===== src/rtl/qp_pkg.sv =====
// Shared definitions for quick_page clients: function/status codes, requester FSM
// states, the command payload and its legality check.
package qp_pkg;

    localparam int unsigned LINE_S  = 4;
    localparam int unsigned BLOCK_D = 8;
    localparam int unsigned REQ_S   = BLOCK_D * LINE_S;
    localparam int unsigned REQ_W   = $clog2(REQ_S) + 1;
    localparam int unsigned REP_W   = 9;
    localparam int unsigned TAG_W   = 4;
    localparam int unsigned TIMEOUT = 64;

    typedef enum logic [1:0] {
        f_IDLE     = 2'b00,
        f_ALLOC    = 2'b01,
        f_DEALLOC  = 2'b10,
        f_RESERVED = 2'b11
    } func_e;

    typedef enum logic [1:0] {
        s_OK      = 2'b00,
        s_REJECT  = 2'b01,
        s_TIMEOUT = 2'b10,
        s_FAIL    = 2'b11
    } status_e;

    typedef enum logic [1:0] {
        IDLE      = 2'b00,
        WAIT_BUSY = 2'b01,
        WAIT_DONE = 2'b10,
        RESP      = 2'b11
    } state_e;

    typedef struct packed {
        func_e              func;
        logic [REQ_W-1:0]   size;
        logic [REP_W-1:0]   data;
        logic [TAG_W-1:0]   tag;
    } cmd_t;

    // Only alloc with 1..REQ_S bytes and dealloc are forwarded to quick_page
    function automatic logic cmd_legal(input cmd_t c);
        logic ok;
        ok = 1'b0;
        case (c.func)
            f_ALLOC:   ok = (c.size != '0) && (c.size <= REQ_W'(REQ_S));
            f_DEALLOC: ok = 1'b1;
            default:   ok = 1'b0;
        endcase
        return ok;
    endfunction

endpackage


===== src/rtl/qp_req_timer.sv =====
// Clear/enable saturating wait timer; expire_c flags the enabled cycle that
// brings the count to LIMIT.
module qp_req_timer #(
    parameter int unsigned LIMIT = 64
) (
    input  logic clk,
    input  logic reset,
    input  logic clr,
    input  logic en,
    output logic expire_c
);

    localparam int unsigned W = $clog2(LIMIT + 1);

    logic [W-1:0] count;

    always_ff @(posedge clk) begin
        if (reset || clr) begin
            count <= '0;
        end else if (en && (count != W'(LIMIT))) begin
            count <= count + W'(1);
        end
    end

    assign expire_c = en && !clr && (count >= W'(LIMIT - 1));

endmodule


===== src/rtl/qp_requester.sv =====
// Client-side initiator for quick_page: one outstanding alloc/dealloc at a time,
// driven with the toggling req_id protocol and answered with a status code.
module qp_requester
    import qp_pkg::*;
(
    input  logic             i_clk,
    input  logic             i_reset,
    input  logic             i_cmd_vld,
    output logic             o_cmd_rdy,
    input  logic [1:0]       i_cmd_func,
    input  logic [REQ_W-1:0] i_cmd_size,
    input  logic [REP_W-1:0] i_cmd_data,
    input  logic [TAG_W-1:0] i_cmd_tag,
    output logic             o_rsp_vld,
    input  logic             i_rsp_rdy,
    output logic [1:0]       o_rsp_status,
    output logic [REP_W-1:0] o_rsp_data,
    output logic [TAG_W-1:0] o_rsp_tag,
    output logic             o_req_id,
    output logic [1:0]       o_req_func,
    output logic [REQ_W-1:0] o_req_alloc_size,
    output logic [REP_W-1:0] o_req_dealloc_data,
    input  logic             i_busy,
    input  logic             i_rep_alloc_vld,
    input  logic             i_rep_dealloc_vld,
    input  logic [REP_W-1:0] i_rep_data
);

    state_e           state, state_nxt;
    cmd_t             cmd_in;
    logic             cmd_ok, hit_c, hit_alloc_c;
    logic             tmr_clr, tmr_en, tmr_expire;

    func_e            func_q, func_d;
    logic [TAG_W-1:0] tag_q, tag_d;
    logic             done_q, done_d;
    logic [REP_W-1:0] rep_q, rep_d;

    logic             req_id_d;
    logic [1:0]       req_func_d;
    logic [REQ_W-1:0] req_size_d;
    logic [REP_W-1:0] req_data_d;
    logic             rsp_vld_d;
    logic [1:0]       rsp_status_d;
    logic [REP_W-1:0] rsp_data_d;
    logic [TAG_W-1:0] rsp_tag_d;

    assign cmd_in      = '{func: func_e'(i_cmd_func), size: i_cmd_size,
                           data: i_cmd_data, tag: i_cmd_tag};
    assign cmd_ok      = cmd_legal(cmd_in);
    assign hit_alloc_c = (func_q == f_ALLOC) && i_rep_alloc_vld;
    assign hit_c       = hit_alloc_c || ((func_q == f_DEALLOC) && i_rep_dealloc_vld);
    assign o_cmd_rdy   = (state == IDLE) && !i_reset;

    // Timer restarts on issue and again when busy is first seen
    assign tmr_clr = (state == IDLE) || ((state == WAIT_BUSY) && i_busy);
    assign tmr_en  = (state == WAIT_BUSY) || (state == WAIT_DONE);

    qp_req_timer #(.LIMIT(TIMEOUT)) u_timer (
        .clk      (i_clk),
        .reset    (i_reset),
        .clr      (tmr_clr),
        .en       (tmr_en),
        .expire_c (tmr_expire)
    );

    always_ff @(posedge i_clk) begin
        if (i_reset) begin
            state              <= IDLE;
            func_q             <= f_IDLE;
            tag_q              <= '0;
            done_q             <= 1'b0;
            rep_q              <= '0;
            o_req_id           <= 1'b0;
            o_req_func         <= 2'b00;
            o_req_alloc_size   <= '0;
            o_req_dealloc_data <= '0;
            o_rsp_vld          <= 1'b0;
            o_rsp_status       <= 2'b00;
            o_rsp_data         <= '0;
            o_rsp_tag          <= '0;
        end else begin
            state              <= state_nxt;
            func_q             <= func_d;
            tag_q              <= tag_d;
            done_q             <= done_d;
            rep_q              <= rep_d;
            o_req_id           <= req_id_d;
            o_req_func         <= req_func_d;
            o_req_alloc_size   <= req_size_d;
            o_req_dealloc_data <= req_data_d;
            o_rsp_vld          <= rsp_vld_d;
            o_rsp_status       <= rsp_status_d;
            o_rsp_data         <= rsp_data_d;
            o_rsp_tag          <= rsp_tag_d;
        end
    end

    // Busy edges take priority over a coincident timer expiry
    always_comb begin
        state_nxt = state;
        unique case (state)
            IDLE:      if (i_cmd_vld) state_nxt = cmd_ok ? WAIT_BUSY : RESP;
            WAIT_BUSY: if (i_busy) state_nxt = WAIT_DONE;
                       else if (tmr_expire) state_nxt = RESP;
            WAIT_DONE: if (!i_busy || tmr_expire) state_nxt = RESP;
            RESP:      if (i_rsp_rdy) state_nxt = IDLE;
            default:   state_nxt = IDLE;
        endcase
    end

    always_comb begin
        func_d       = func_q;
        tag_d        = tag_q;
        done_d       = done_q;
        rep_d        = rep_q;
        req_id_d     = o_req_id;
        req_func_d   = o_req_func;
        req_size_d   = o_req_alloc_size;
        req_data_d   = o_req_dealloc_data;
        rsp_vld_d    = o_rsp_vld;
        rsp_status_d = o_rsp_status;
        rsp_data_d   = o_rsp_data;
        rsp_tag_d    = o_rsp_tag;
        unique case (state)
            IDLE: if (i_cmd_vld) begin
                func_d = cmd_in.func;
                tag_d  = cmd_in.tag;
                done_d = 1'b0;
                rep_d  = '0;
                if (cmd_ok) begin
                    req_id_d   = ~o_req_id;
                    req_func_d = cmd_in.func;
                    req_size_d = cmd_in.size;
                    req_data_d = cmd_in.data;
                end else begin
                    rsp_vld_d    = 1'b1;
                    rsp_status_d = s_REJECT;
                    rsp_data_d   = '0;
                    rsp_tag_d    = cmd_in.tag;
                end
            end
            WAIT_BUSY: if (!i_busy && tmr_expire) begin
                req_func_d   = f_IDLE;
                rsp_vld_d    = 1'b1;
                rsp_status_d = s_TIMEOUT;
                rsp_data_d   = '0;
                rsp_tag_d    = tag_q;
            end
            WAIT_DONE: begin
                // Reply pulse may arrive any time before or with busy falling
                if (hit_c)       done_d = 1'b1;
                if (hit_alloc_c) rep_d  = i_rep_data;
                if (!i_busy) begin
                    req_func_d   = f_IDLE;
                    rsp_vld_d    = 1'b1;
                    rsp_status_d = done_d ? s_OK : s_FAIL;
                    rsp_data_d   = (done_d && (func_q == f_ALLOC)) ? rep_d : '0;
                    rsp_tag_d    = tag_q;
                end else if (tmr_expire) begin
                    req_func_d   = f_IDLE;
                    rsp_vld_d    = 1'b1;
                    rsp_status_d = s_TIMEOUT;
                    rsp_data_d   = '0;
                    rsp_tag_d    = tag_q;
                end
            end
            RESP: if (i_rsp_rdy) rsp_vld_d = 1'b0;
            default: ;
        endcase
    end

endmodule


===== config.mk =====
export PLATFORM = sky130hd
export DESIGN_NAME = qp_requester
export DESIGN_NICKNAME = d
export VERILOG_FILES = /design/src/rtl/qp_pkg.sv /design/src/rtl/qp_req_timer.sv /design/src/rtl/qp_requester.sv
export SDC_FILE = /design/constraint.sdc
export NUM_CORES = 1
export LEC_CHECK = 0
export ABC_AREA = 1
export ABC_CLOCK_PERIOD_IN_PS = 5700
export BUFFER_PORTS_ARGS = -buffer_cell sky130_fd_sc_hd__clkbuf_2
export CAP_MARGIN = 20
export CORE_MARGIN = 2
export CORE_UTILIZATION = 50
export DETAILED_ROUTE_END_ITERATION = 10
export PLACE_DENSITY = 0.76
export SLEW_MARGIN = 40
export SYNTH_ARGS = -nofsm -noshare
export SYNTH_HDL_FRONTEND = slang
export SYNTH_SLANG_ARGS = --single-unit

===== constraint.sdc =====
create_clock -name i_clk -period 5.7 [get_ports i_clk]
set_clock_uncertainty 0.05 [all_clocks]
set_input_delay 0.57 -clock i_clk [delete_from_list [all_inputs] [get_ports i_clk]]
set_output_delay 0.57 -clock i_clk [all_outputs]
set_load 0.005 [all_outputs]

Word level (Yosys, flattened, before mapping)
Index checks and enable logic that the tools add are counted.

Word-level logic and storage cells: 111. Register bits after elaboration: 59. Input bits: 37.

Bitwise logic cells: 1. Reductions and logical operators: 29. Order comparisons: 2. Add/sub/neg operators: 1. Equality and inequality tests: 16. Mux-type cells: 48.

Operators with widths (number): 9-bit 2-to-1 mux (8); 2-bit 2-to-1 mux (17); 9-bit case mux with 3 select lines (1); 4-bit 2-to-1 mux (5); 9-bit case mux with 2 select lines (1); 5-bit AND reduction (3); 2-bit case mux with 3 select lines (2); 4-bit case mux with 3 select lines (1); 1-bit logical AND (10); 1-bit 2-to-1 mux (9); 2-bit equality test, second input constant (4); 2-bit != test, second input constant (4); 2-bit case mux with 4 select lines (1); 7-bit by 1-bit adder with 7-bit output, second input constant (1); 7-bit by 6-bit >= comparator with 1-bit output, second input constant (1); 7-bit != test, second input constant (1); 2-bit by 1-bit equality test with 1-bit output, second input constant (3); 6-bit <= comparator, second input constant (1); 3-bit != test, second input constant (2); 6-bit nonzero test (1); 1-bit logical OR (5); 2-bit by 1-bit != test with 1-bit output, second input constant (2); 1-bit case mux with 2 select lines (2); 1-bit case mux with 4 select lines (1); other kinds (8) (11).

Depth between registers and ports, before layout
Gate-level depths: netlist of run 1.

Depth in word-level cells: 9. Depth in mapped cells: 14.

Cells and area by module
A second synthesis of run 1 with hierarchy kept.

Cell total of the unflattened synthesis: 458. Area, all modules: 2994.1 sq um.

By module, submodules not included: qp_requester (area an instance 2537.4 sq um, sequential area each 1041.0 sq um, cells an instance 388, times used 1); qp_req_timer (area an instance 456.7 sq um, sequential area each 140.1 sq um, cells an instance 70, times used 1).

Worst setup path after synthesis of run 1
No wires, ideal clock.

Kind: flip-flop to flip-flop. From: register state[0]. To: register o_rsp_data[5]. Required time: 5.535 ns. Arrival time: 1.791 ns. Stages on the path, launching flop included: 14. Buffers on the path: 2. Slack: 3.745 ns. Setup time: 0.115 ns. Cell sequence: dfxtp_1 inv_1 ha_1 buf_2 inv_2 nor2_2 nand2_4 nand2_4 nand2_2 nor2_4 buf_4 nand3_1 nand2_1 nor2_1.

Cells in the longest elaborated chain, start to end: 9. Elaborated cells between the ends (all ways): 17. Classes of those cells: eq/ne: 6; mux: 1; reduce/logical: 10.

Ends and longest elaborated chain: start, declared (RTL line qp_requester.sv:29) `state_e state, state_nxt;`; start signal, assigned (RTL line qp_requester.sv:83) `state <= state_nxt;`; 2-bit by 1-bit equality test with 1-bit output (RTL line qp_requester.sv:56, qp_requester.sv:57, qp_requester.sv:125); 1-bit logical AND (RTL line qp_requester.sv:56) `assign tmr_clr = (state == IDLE) || ((state == WAIT_BUSY) && i_busy);`; 1-bit logical OR (RTL line qp_requester.sv:56); 1-bit logical NOT (RTL line qp_req_timer.sv:25) `assign expire_c = en && !clr && (count >= W'(LIMIT - 1));`; 1-bit logical AND (2 in series) (RTL line qp_req_timer.sv:25); 1-bit logical AND (RTL line qp_requester.sv:143) `WAIT_BUSY: if (!i_busy && tmr_expire) begin`; 2-bit by 1-bit != test with 1-bit output (no source line); 5-bit AND reduction (no source line); end signal, assigned (RTL line qp_requester.sv:94) `o_rsp_data <= rsp_data_d;`; end, declared (RTL line qp_requester.sv:17) `output logic [REP_W-1:0] o_rsp_data,`.

Parallel ways exist; a longest one is shown, timed or not. A chain may end at the register's enable or synchronous reset.

Worst setup path in the final report of run 1
From: register state[0]. To: register o_rsp_data[7].

Same word-level chain as after synthesis.

==> flow_metrics.py, run 1 <==
metrics = {
    "placement": {
        "dp_hpwl_microns": 4601,
        "port_buffers": 71,
        "place_congestion": 0.8358,
    },
    "clocking": {
        "cts_resized": 0,
        "clk_pin_slew_ns": 0.07,
        "insertion_delay_ns": 0.34,
        "cts.sinks": 59,
        "clk_path_buf_depth": 2,
        "post_cts_buffers": 0,
        "postCtsHoldBufs": 0,
        "cts_buffers": 9,
        "root_buffer": "clkbuf_8",
        "h-tree-depth": 3,
        "cts_tree": "built",
    },
    "route": {
        "ant_nets": 0,
        "drt-initial-drc-count": 132,
        "drc": 0,
        "post_drt_wl_per_cell_microns": 11.15,
        "route.vias.total": 2757,
        "routed_via_density": 4.845,
        "first_pass_iters": 4,
        "wl_microns": 6347,
    },
    "hold_path": {
        "hp-class": "in2reg",
    },
    "layout": {
        "syn_to_final_growth_pct": 18.96,
        "drive_above_1_share_pct": 22.13,
        "nets": 538,
        "diodes": 0,
    },
    "setup_path": {
        "path_class": "reg2reg",
        "cp.required_ns": 5.88,
        "end_kind": "register",
        "crit_fanout": 12,
        "arrival_ns": 2.54,
        "worstSetupStartpointType": "register",
    },
    "sta": {
        "worst_pin_slew_ns": 0.5787,
        "layout_min_cycle_time_ns": 2.360,
        "post-route-period-util_pct": 41.40,
        "fmax_ghz": 0.4238,
        "final_max_slew_viol_count": 0,
        "hold_viol_final": 0,
        "rsz0062_at_grt": "false",
        "finalSetupTns_ns": 0,
        "setup_viol": 0,
        "relSlewSlack_pct": 61.41,
    },
    "global_route": {
        "gr-total-overflow": 0,
        "grt_usage_pct": 20.66,
        "grt_pass1_vias": 2356,
        "antenna_found_initial": 0,
        "grt_max_degree": 32,
        "grt_pass1_wl_microns": 10260,
    },
    "synth": {
        "synth-seq-cells": 59,
        "synth_area_sq_um": 2897,
        "ys_seq_area_share_pct": 40.78,
        "synth_nets": 471,
        "syn_area_per_cell_sq_um": 6.815,
        "yosys_warnings": 0,
        "syn_inst": 425,
        "ys_types": 31,
    },
    "power_and_ir_drop": {
        "power_mw": 1.637,
        "p_int_mw": 0.9494,
        "cellLeakagePower_nw": 1.654,
        "power_frac_seq_pct": 35.2,
        "comb_power_share_pct": 43.8,
        "swShare_pct": 42.02,
        "p_per_area_nw_per_um2": 475.2,
        "ir_worst_vdd_mv": 0.2172,
        "p_switching_mw": 0.6880,
        "clkPwrFrac_pct": 21.0,
    },
    "floorplan": {
        "rows": 27,
        "fp.dieW_microns": 80.11,
        "initial_core_util_pct": 52.28,
        "dieArea_sq_um": 6418,
        "io_pins": 72,
        "design.core.area_sq_um": 5540,
        "die_h_microns": 80.11,
    },
    "status": {
        "outcome": "completed",
    },
    "job": {
        "maxCapViolations": 0,
    },
}
==> logic make-up after synthesis <==
logic type / after synthesis / share of synthesized area (%)
buf+inv: 58 / 8.337
compound gates: 78 / 14.21
fa+ha+maj: 9 / 3.888
flops: 59 / 40.78
simple gates: 220 / 32.48
xor+xnor: 1 / 0.3024
==> power groups by stage <==
stage	combinational (mW)	sequential (mW)	clock, mW
floorplan	0.544	0.582	0
finish	0.718	0.577	0.343
detailed placement	0.710	0.586	0
global placement	0.699	0.581	0
CTS	0.714	0.577	0.351
global route	0.835	0.588	0.367
==> synthesized netlist by cell type <==
master | count | share of area, %
nor2_2 | 4 | 0.86
nand2_1 | 108 | 14
buf_4 | 2 | 0.52
inv_1 | 39 | 5.1
nor3_1 | 1 | 0.17
xor2_1 | 1 | 0.30
a31o_2 | 1 | 0.30
inv_2 | 4 | 0.52
nand4_4 | 1 | 0.73
clkbuf_1 | 5 | 0.65
o21ai_1 | 1 | 0.17
nor3b_1 | 1 | 0.26
nand2_2 | 3 | 0.65
o21ai_0 | 29 | 5.0
buf_6 | 1 | 0.39
a31oi_1 | 1 | 0.22
or2_2 | 2 | 0.43
o21a_1 | 1 | 0.26
nand4_1 | 1 | 0.22
nand3_4 | 1 | 0.60
a21oi_1 | 43 | 7.4
nand3_2 | 2 | 0.69
nand2_4 | 2 | 0.78
nor2_1 | 78 | 10
nand3_1 | 15 | 2.6
ha_1 | 9 | 3.9
buf_2 | 7 | 1.2
nor2_4 | 1 | 0.39
a21oi_4 | 1 | 0.56
dfxtp_1 | 59 | 41
o211ai_1 | 1 | 0.26
==> through the flow <==
step | instance area [sq um] | std cells | hold WS, ns | worst slack [ns] | util (%)
after global placement | 3262 | 553 | 0.3996 | 3.317 | 58.88
after global routing | 3446 | 569 | 0.4049 | 3.155 | 62.20
after CTS | 3442 | 569 | 0.3909 | 3.363 | 62.13
after detailed placement | 3262 | 553 | 0.4078 | 3.373 | 58.88
final | 3446 | 569 | 0.4018 | 3.340 | 62.20
after floorplan | 2897 | 425 | 0.3861 | 3.745 | -
==> placed cells by master (no fill, tap or decap), types with 3 or more instances in the layout <==
cell        n
inv_2       5
dfxtp_1    59
clkbuf_8   11
nor2_2      4
clkbuf_2   71
nand3_1    15
nor2_1     78
inv_1      38
a21oi_1    43
ha_1        9
nand2_1   108
o21ai_0    29
nand2_2     3
==> critical path, cell delays in order (launching register included) <==
cell     delay, ns
dfxtp_1       0.42
inv_1         0.11
ha_1          0.55
inv_2         0.19
nor2_2        0.18
nand2_4       0.10
nand2_4       0.09
nand2_2       0.07
nor2_4        0.25
nand3_1       0.12
nand2_1       0.07
nor2_1        0.04
==> registers in the layout, indices dropped and copies added, names as in the netlist, 2 cells and up <==
signal / count
o_req_alloc_size: 6
o_req_dealloc_data: 9
rep_q: 9
u_timer.count: 7
o_rsp_tag: 4
func_q: 2
o_req_func: 2
o_rsp_data: 9
tag_q: 4
state: 2
o_rsp_status: 2
==> per-layer routing <==
layer	share of wire [%]	up-vias	global-route usage, %
met4	1.3	0	9.153
met5	0	-	0
met3	5.6	9	5.281
li1	-	1473	-
met1	47	1204	26.68
met2	46	71	32.50
==> cell type report <==
type | count | area, sq um
inverters | 43 | 161.4
flip-flops and latches | 59 | 1181
repair buffers | 71 | 355.3
clock inverters | 4 | 25.02
clock buffers | 12 | 155.1
well taps | 72 | 90.09
fillers | 549 | 2095
multi-input cells | 308 | 1478
==> path summary, 6_finish.rpt <==
check	start	slack, ns	cells past startpoint	end
max	state[0]$_SDFFE_PP0P_	3.34	11	o_rsp_data[7]$_SDFFE_PP0P_
min	i_cmd_data[1]	0.40	3	o_req_dealloc_data[1]$_SDFFE_PP0P_
max reg2reg	state[0]$_SDFFE_PP0P_	3.34	11	o_rsp_data[7]$_SDFFE_PP0P_
min reg2reg	o_req_dealloc_data[5]$_SDFFE_PP0P_	0.42	2	o_req_dealloc_data[5]$_SDFFE_PP0P_
No activity file was read; power rests on OpenSTA's default activity.
==> run 2, diff against run 1 <==
ABC_AREA = 0   (was 1)
ABC_CLOCK_PERIOD_IN_PS = 1900   (was 5700)
CORE_UTILIZATION = 48   (was 50)
clock period = 1.9 ns   (was 5.7 ns; I/O delays follow)
==> flow_metrics.py, run 2 <==
metrics = {
    "placement": {
        "dp_hpwl_microns": 4787,
        "post_dp_cell_area_sq_um": 3583,
        "place_congestion": 0.8873,
        "port_buffers": 71,
    },
    "route": {
        "routed_via_density": 5.396,
        "first_pass_iters": 4,
        "wl_microns": 7094,
        "post_drt_wl_per_cell_microns": 13.96,
        "drt-initial-drc-count": 169,
        "drc": 0,
        "route.vias.total": 2741,
        "ant_nets": 0,
    },
    "setup_path": {
        "end_kind": "register",
        "cp-endpoint": "o_rsp_data[5]$_SDFFE_PP0P_",
        "crit_fanout": 5,
        "timing.rr.end": "o_rsp_data[5]$_SDFFE_PP0P_",
        "worst_r2r_path_depth": 8,
        "worstSetupStartpointType": "register",
        "crit_slowest_cell": "dfxtp_2",
        "r2r_slack_ns": -0.08,
        "cp.required_ns": 2.07,
        "arrival_ns": 2.15,
        "path_class": "reg2reg",
        "critPathLaunch": "state[1]$_SDFFE_PP0P_",
        "timing.rr.start": "state[1]$_SDFFE_PP0P_",
        "critical_path.cell_chain": "inv_2 -> ha_4 -> buf_4 -> and4b_1 -> a221oi_4 -> buf_12 -> nand3_4 -> mux2_4",
        "critical_path.max_stage_delay_ns": 0.34,
    },
    "power_and_ir_drop": {
        "p_per_area_nw_per_um2": 1155,
        "power_mw": 4.548,
        "cellLeakagePower_nw": 1.782,
        "ir_worst_vdd_mv": 0.7367,
    },
    "floorplan": {
        "rows": 28,
        "fp.dieW_microns": 81.83,
        "initial_core_util_pct": 49.40,
        "dieArea_sq_um": 6696,
        "die_h_microns": 81.83,
        "design.core.area_sq_um": 5886,
        "io_pins": 72,
    },
    "synth": {
        "ys_types": 51,
        "synth-seq-cells": 59,
        "yosys_warnings": 0,
        "ys_top_cells_by_count": "59 x dfxtp_1, 36 x nand2_1, 36 x nor2_1",
        "synth_top_area_share_pct": 40.62,
        "syn_inst": 327,
        "synth_area_sq_um": 2908,
        "ys_seq_area_share_pct": 40.62,
        "yosys_most_used_dff": "dfxtp_1",
        "synth-async-reset-ratio_pct": 0,
        "synthTopCellsByArea": "dfxtp_1 41%, mux2i_1 7.2%, a21oi_1 4.6%, nand2_1 4.6%, nor2_1 4.6%",
        "synth_nets": 373,
        "syn_area_per_cell_sq_um": 8.892,
        "yosysMostFrequentCell": "dfxtp_1",
        "synth_edf_count": 0,
        "synth_area_leader_cell": "dfxtp_1",
    },
    "sta": {
        "rsz0062_at_grt": "true",
        "fmax_ghz": 0.5059,
        "hold_viol_final": 0,
        "worst_pin_slew_ns": 0.5951,
        "final_max_slew_viol_count": 0,
        "layout_min_cycle_time_ns": 1.977,
        "setup_viol": 13,
        "worst_slack_ns": -0.07674,
        "post-route-period-util_pct": 104.0,
        "relSlewSlack_pct": 60.33,
    },
    "status": {
        "violations": "negative setup slack",
        "outcome": "finished with violations",
    },
    "clocking": {
        "clk_path_buf_depth": 2,
        "postCtsHoldBufs": 0,
        "clk_pin_slew_ns": 0.07,
        "h-tree-depth": 3,
        "cts_tree": "built",
        "cts_buffers": 9,
        "root_buffer": "clkbuf_8",
        "insertion_delay_ns": 0.33,
        "cts.sinks": 59,
    },
    "layout": {
        "diodes": 0,
        "nets": 475,
        "post-route-cell-area_sq_um": 3938,
        "reg.largest.list": "o_req_dealloc_data: 9 flops, o_rsp_data: 9 flops, rep_q: 9 flops",
        "final_common_cell": "clkbuf_2",
        "multi_input_area_sq_um": 1755,
        "fill_cells": 484,
        "seq_area_sq_um": 1184,
        "final_cell_mix": "71 x clkbuf_2, 57 x dfxtp_1, 35 x nand2_1, 35 x nor2_1, 32 x buf_4",
        "syn_to_final_growth_pct": 35.41,
        "drive_above_1_share_pct": 36.72,
    },
    "global_route": {
        "antenna_found_initial": 0,
        "grt_pass1_wl_microns": 11230,
        "grt_usage_pct": 21.48,
        "grt_max_degree": 58,
        "gr-total-overflow": 0,
        "grt_pass1_vias": 2602,
    },
    "hold_path": {
        "hp-class": "in2reg",
    },
    "job": {
        "maxCapViolations": 0,
    },
}
==> run 2: cell types whose count changed after synthesis, sizes merged, moves of 15 or more <==
cell	before	now
o21ai	30	4
mux2i	0	21
nand2	113	36
nand3	18	3
nor2	83	36
inv	43	11
a21oi	44	27
==> run 2: repair_timing <==
item,4_1_cts,5_1_grt
gates resized for setup,13,11
pin swaps,4,5
setup buffers,5,2
setup endpoints to repair,24,35
gates cloned,1,0
==> run 2: worst min-delay path by stage <==
| stage | start | end | depth (start not counted) |
|---|---|---|---|
| after global placement | i_cmd_data[5] | o_req_dealloc_data[5]$_SDFFE_PP0P_ | 3 |
| after detailed placement | i_cmd_data[5] | o_req_dealloc_data[5]$_SDFFE_PP0P_ | 3 |
| after floorplan | i_cmd_tag[0] | tag_q[0]$_SDFFE_PP0P_ | 2 |
| after global routing | i_cmd_data[1] | o_req_dealloc_data[1]$_SDFFE_PP0P_ | 3 |
| after CTS | i_cmd_data[5] | o_req_dealloc_data[5]$_SDFFE_PP0P_ | 3 |
| final | i_cmd_data[7] | o_req_dealloc_data[7]$_SDFFE_PP0P_ | 3 |
==> run 2: critical path, delay by kind of cell (launching register included) <==
| kind | cells | cell delay [ns] |
|---|---|---|
| buf+inv | 3 | 0.34 |
| fa+ha+maj | 1 | 0.16 |
| compound gates | 1 | 0.32 |
| flops | 1 | 0.34 |
| mux | 1 | 0.33 |
| simple gates | 2 | 0.33 |
==> run 2: where the power goes <==
part	internal (mW)	switching, mW
sequential	1.38	0.0863
combinational	0.923	1.01
clock	0.669	0.479
==> run 2: cell families (layout without fill, tap and decap cells) <==
group	after synthesis	in the layout	share of synthesized area (%)
DFF	59	59	40.62
muxes	30	30	10.71
xor gates and xnor gates	4	4	1.205
AOI/OAI and AO/OA	65	65	16.39
and+or+nand+nor	131	132	23.15
adders and majority gates	9	9	3.873
buffers and inverters	29	134	4.045
==> run 2: metal layers <==
layer	vias to the layer above	share of wire, %	global-route usage, %
met2	62	49	36.50
met3	8	4.1	3.956
met1	1301	45	26.12
met4	0	1.4	10.17
li1	1370	-	-
met5	-	0	0
==> run 2: final cells by class <==
| type | instances | area share (%) |
|---|---|---|
| multi-input combinational | 240 | 44.58 |
| sequential | 59 | 30.06 |
| timing repair buffer | 108 | 17.00 |
| clock buffer | 13 | 4.036 |
| tap | 75 | 2.383 |
| inverter | 11 | 1.049 |
| clock inverter | 2 | 0.8897 |
==> run 2: metrics by stage <==
step	hold slack [ns]	util [%]	TNS [ns]	setup slack (ns)	cells
5_1_grt	0.04746	66.90	-1.721	-0.1310	508
3_3_place_gp	0.3685	60.69	-6.368	-0.2592	487
3_5_place_dp	0.3815	60.88	-3.731	-0.1936	488
4_1_cts	0.03660	65.67	-0.5458	-0.06960	508
6_report	0.04189	66.90	-0.7572	-0.07674	508
2_1_floorplan	0.2760	-	0	0.001229	327
==> run 3, diff against run 2 <==
REMOVE_ABC_BUFFERS = 1   (was unset)
==> flow_metrics.py, run 3 (synthesis gave the netlist of run 2 again) <==
metrics = {
    "status": {
        "outcome": "finished with violations",
        "violations": "negative setup slack",
    },
    "sta": {
        "rsz0062_at_grt": "true",
        "setup_viol": 4,
        "post-route-period-util_pct": 100.7,
        "fmax_ghz": 0.5225,
        "finalSetupTns_ns": -0.05032,
        "relSlewSlack_pct": 61.29,
        "layout_min_cycle_time_ns": 1.914,
        "whs_ns": 0.03655,
        "worst_slack_ns": -0.01376,
        "hold_viol_final": 0,
        "final_max_slew_viol_count": 0,
        "worst_pin_slew_ns": 0.5807,
    },
    "clocking": {
        "clk_pin_slew_ns": 0.07,
        "root_buffer": "clkbuf_8",
        "cts_buffers": 9,
        "postCtsHoldBufs": 0,
        "h-tree-depth": 3,
        "cts.sinks": 59,
        "clk_path_buf_depth": 2,
        "cts_tree": "built",
        "insertion_delay_ns": 0.34,
    },
    "layout": {
        "final_common_cell": "clkbuf_2",
        "nets": 486,
        "diodes": 0,
        "final_cell_mix": "71 x clkbuf_2, 57 x dfxtp_1, 35 x nand2_1, 35 x nor2_1, 33 x buf_4",
        "final_util_pct": 70.47,
        "drive_above_1_share_pct": 40.67,
        "syn_to_final_growth_pct": 42.64,
        "layoutNonFillerInstCount": 520,
        "reg.largest.list": "o_req_dealloc_data: 9 flops, o_rsp_data: 9 flops, rep_q: 9 flops",
    },
    "floorplan": {
        "design.core.area_sq_um": 5886,
        "dieArea_sq_um": 6696,
        "io_pins": 72,
        "fp.dieW_microns": 81.83,
        "initial_core_util_pct": 49.40,
        "die_h_microns": 81.83,
        "rows": 28,
    },
    "route": {
        "routed_via_density": 5.510,
        "drc": 0,
        "ant_nets": 0,
        "wl_microns": 7911,
        "drt-initial-drc-count": 151,
        "first_pass_iters": 4,
        "post_drt_wl_per_cell_microns": 15.21,
        "route.vias.total": 2865,
    },
    "power_and_ir_drop": {
        "ir_worst_vdd_mv": 0.6130,
        "power_mw": 5.022,
        "p_per_area_nw_per_um2": 1211,
        "cellLeakagePower_nw": 1.869,
    },
    "global_route": {
        "antenna_found_initial": 0,
        "gr-total-overflow": 0,
        "grt_max_degree": 58,
        "grt_pass1_vias": 2657,
        "grt_usage_pct": 22.55,
        "grt_pass1_wl_microns": 11750,
    },
    "placement": {
        "dp_hpwl_microns": 4964,
        "place_congestion": 0.8486,
        "port_buffers": 71,
        "dp.cells": 491,
    },
    "setup_path": {
        "critical_path.max_stage_delay_ns": 0.41,
        "path_delay_family": "simple AND/OR/NAND/NOR gates",
        "cp.required_ns": 2.08,
        "critical_path.cell_chain": "inv_2 -> ha_4 -> or4bb_1 -> a21oi_2 -> a221oi_4 -> nand3_4 -> buf_6 -> mux2_4",
        "crit_fanout": 5,
        "crit_slowest_cell": "or4bb_1",
        "end_kind": "register",
        "cp_num_buf_inv": 2,
        "arrival_ns": 2.10,
        "worstSetupStartpointType": "register",
        "path_class": "reg2reg",
    },
    "hold_path": {
        "hp-class": "in2reg",
    },
    "job": {
        "maxCapViolations": 0,
    },
}
==> run 3: worst paths after layout <==
check / from / to / slack (ns) / depth (start not counted)
worst max-delay path: state[0]$_SDFFE_PP0P_ / o_rsp_data[2]$_SDFFE_PP0P_ / -0.01 / 8
worst min-delay path: i_cmd_data[3] / o_req_dealloc_data[3]$_SDFFE_PP0P_ / 0.04 / 3
worst min register to register: tag_q[1]$_SDFFE_PP0P_ / tag_q[1]$_SDFFE_PP0P_ / 0.41 / 2
worst max register to register: state[0]$_SDFFE_PP0P_ / o_rsp_data[2]$_SDFFE_PP0P_ / -0.01 / 8
==> run 3: through the flow <==
step                      cell area (sq um)  setup WS [ns]
after floorplan                        2831        -0.3789
after global placement                 3551        -0.2325
after detailed placement               3551        -0.2885
after CTS                              3847      -0.005432
after global routing                   4148       -0.07645
final                                  4148       -0.01376
==> run 3: timing repair <==
item | CTS | global route
gates resized for setup | 18 | 46
setup endpoints to repair | 36 | 44
pin swaps | 3 | 9
cloned | 0 | 2
buffers inserted | 4 | 8
==> run 3: worst min-delay path: cells and delay by family <==
| family | cells | cell delay [ns] |
|---|---|---|
| buffers and inverters | 1 | 0.07 |
| AND/OR/NAND/NOR | 1 | 0.07 |
| multiplexers | 1 | 0.05 |
==> run 3: metal layers <==
metal  global-route usage [%]  part of all wire [%]
met4                    12.33                   3.7
met3                    5.275                   5.6
met2                    36.26                    49
met1                    27.83                    42
met5                        0                     0
==> run 3: power by group <==
group	internal, mW	total (mW)	switching, mW
Sequential	1.38	1.46	0.0840
Clock	0.634	1.13	0.498
Combinational	1.25	2.43	1.18
==> run 3: cell type report <==
cell class                 count  area, sq um
fill                         449         1738
tap                           75        93.84
inverter                      11        41.29
timing repair buffer         120        823.3
sequential                    59         1184
multi-input combinational    239         1812
clock inverter                 5        52.55
clock buffer                  11        141.4
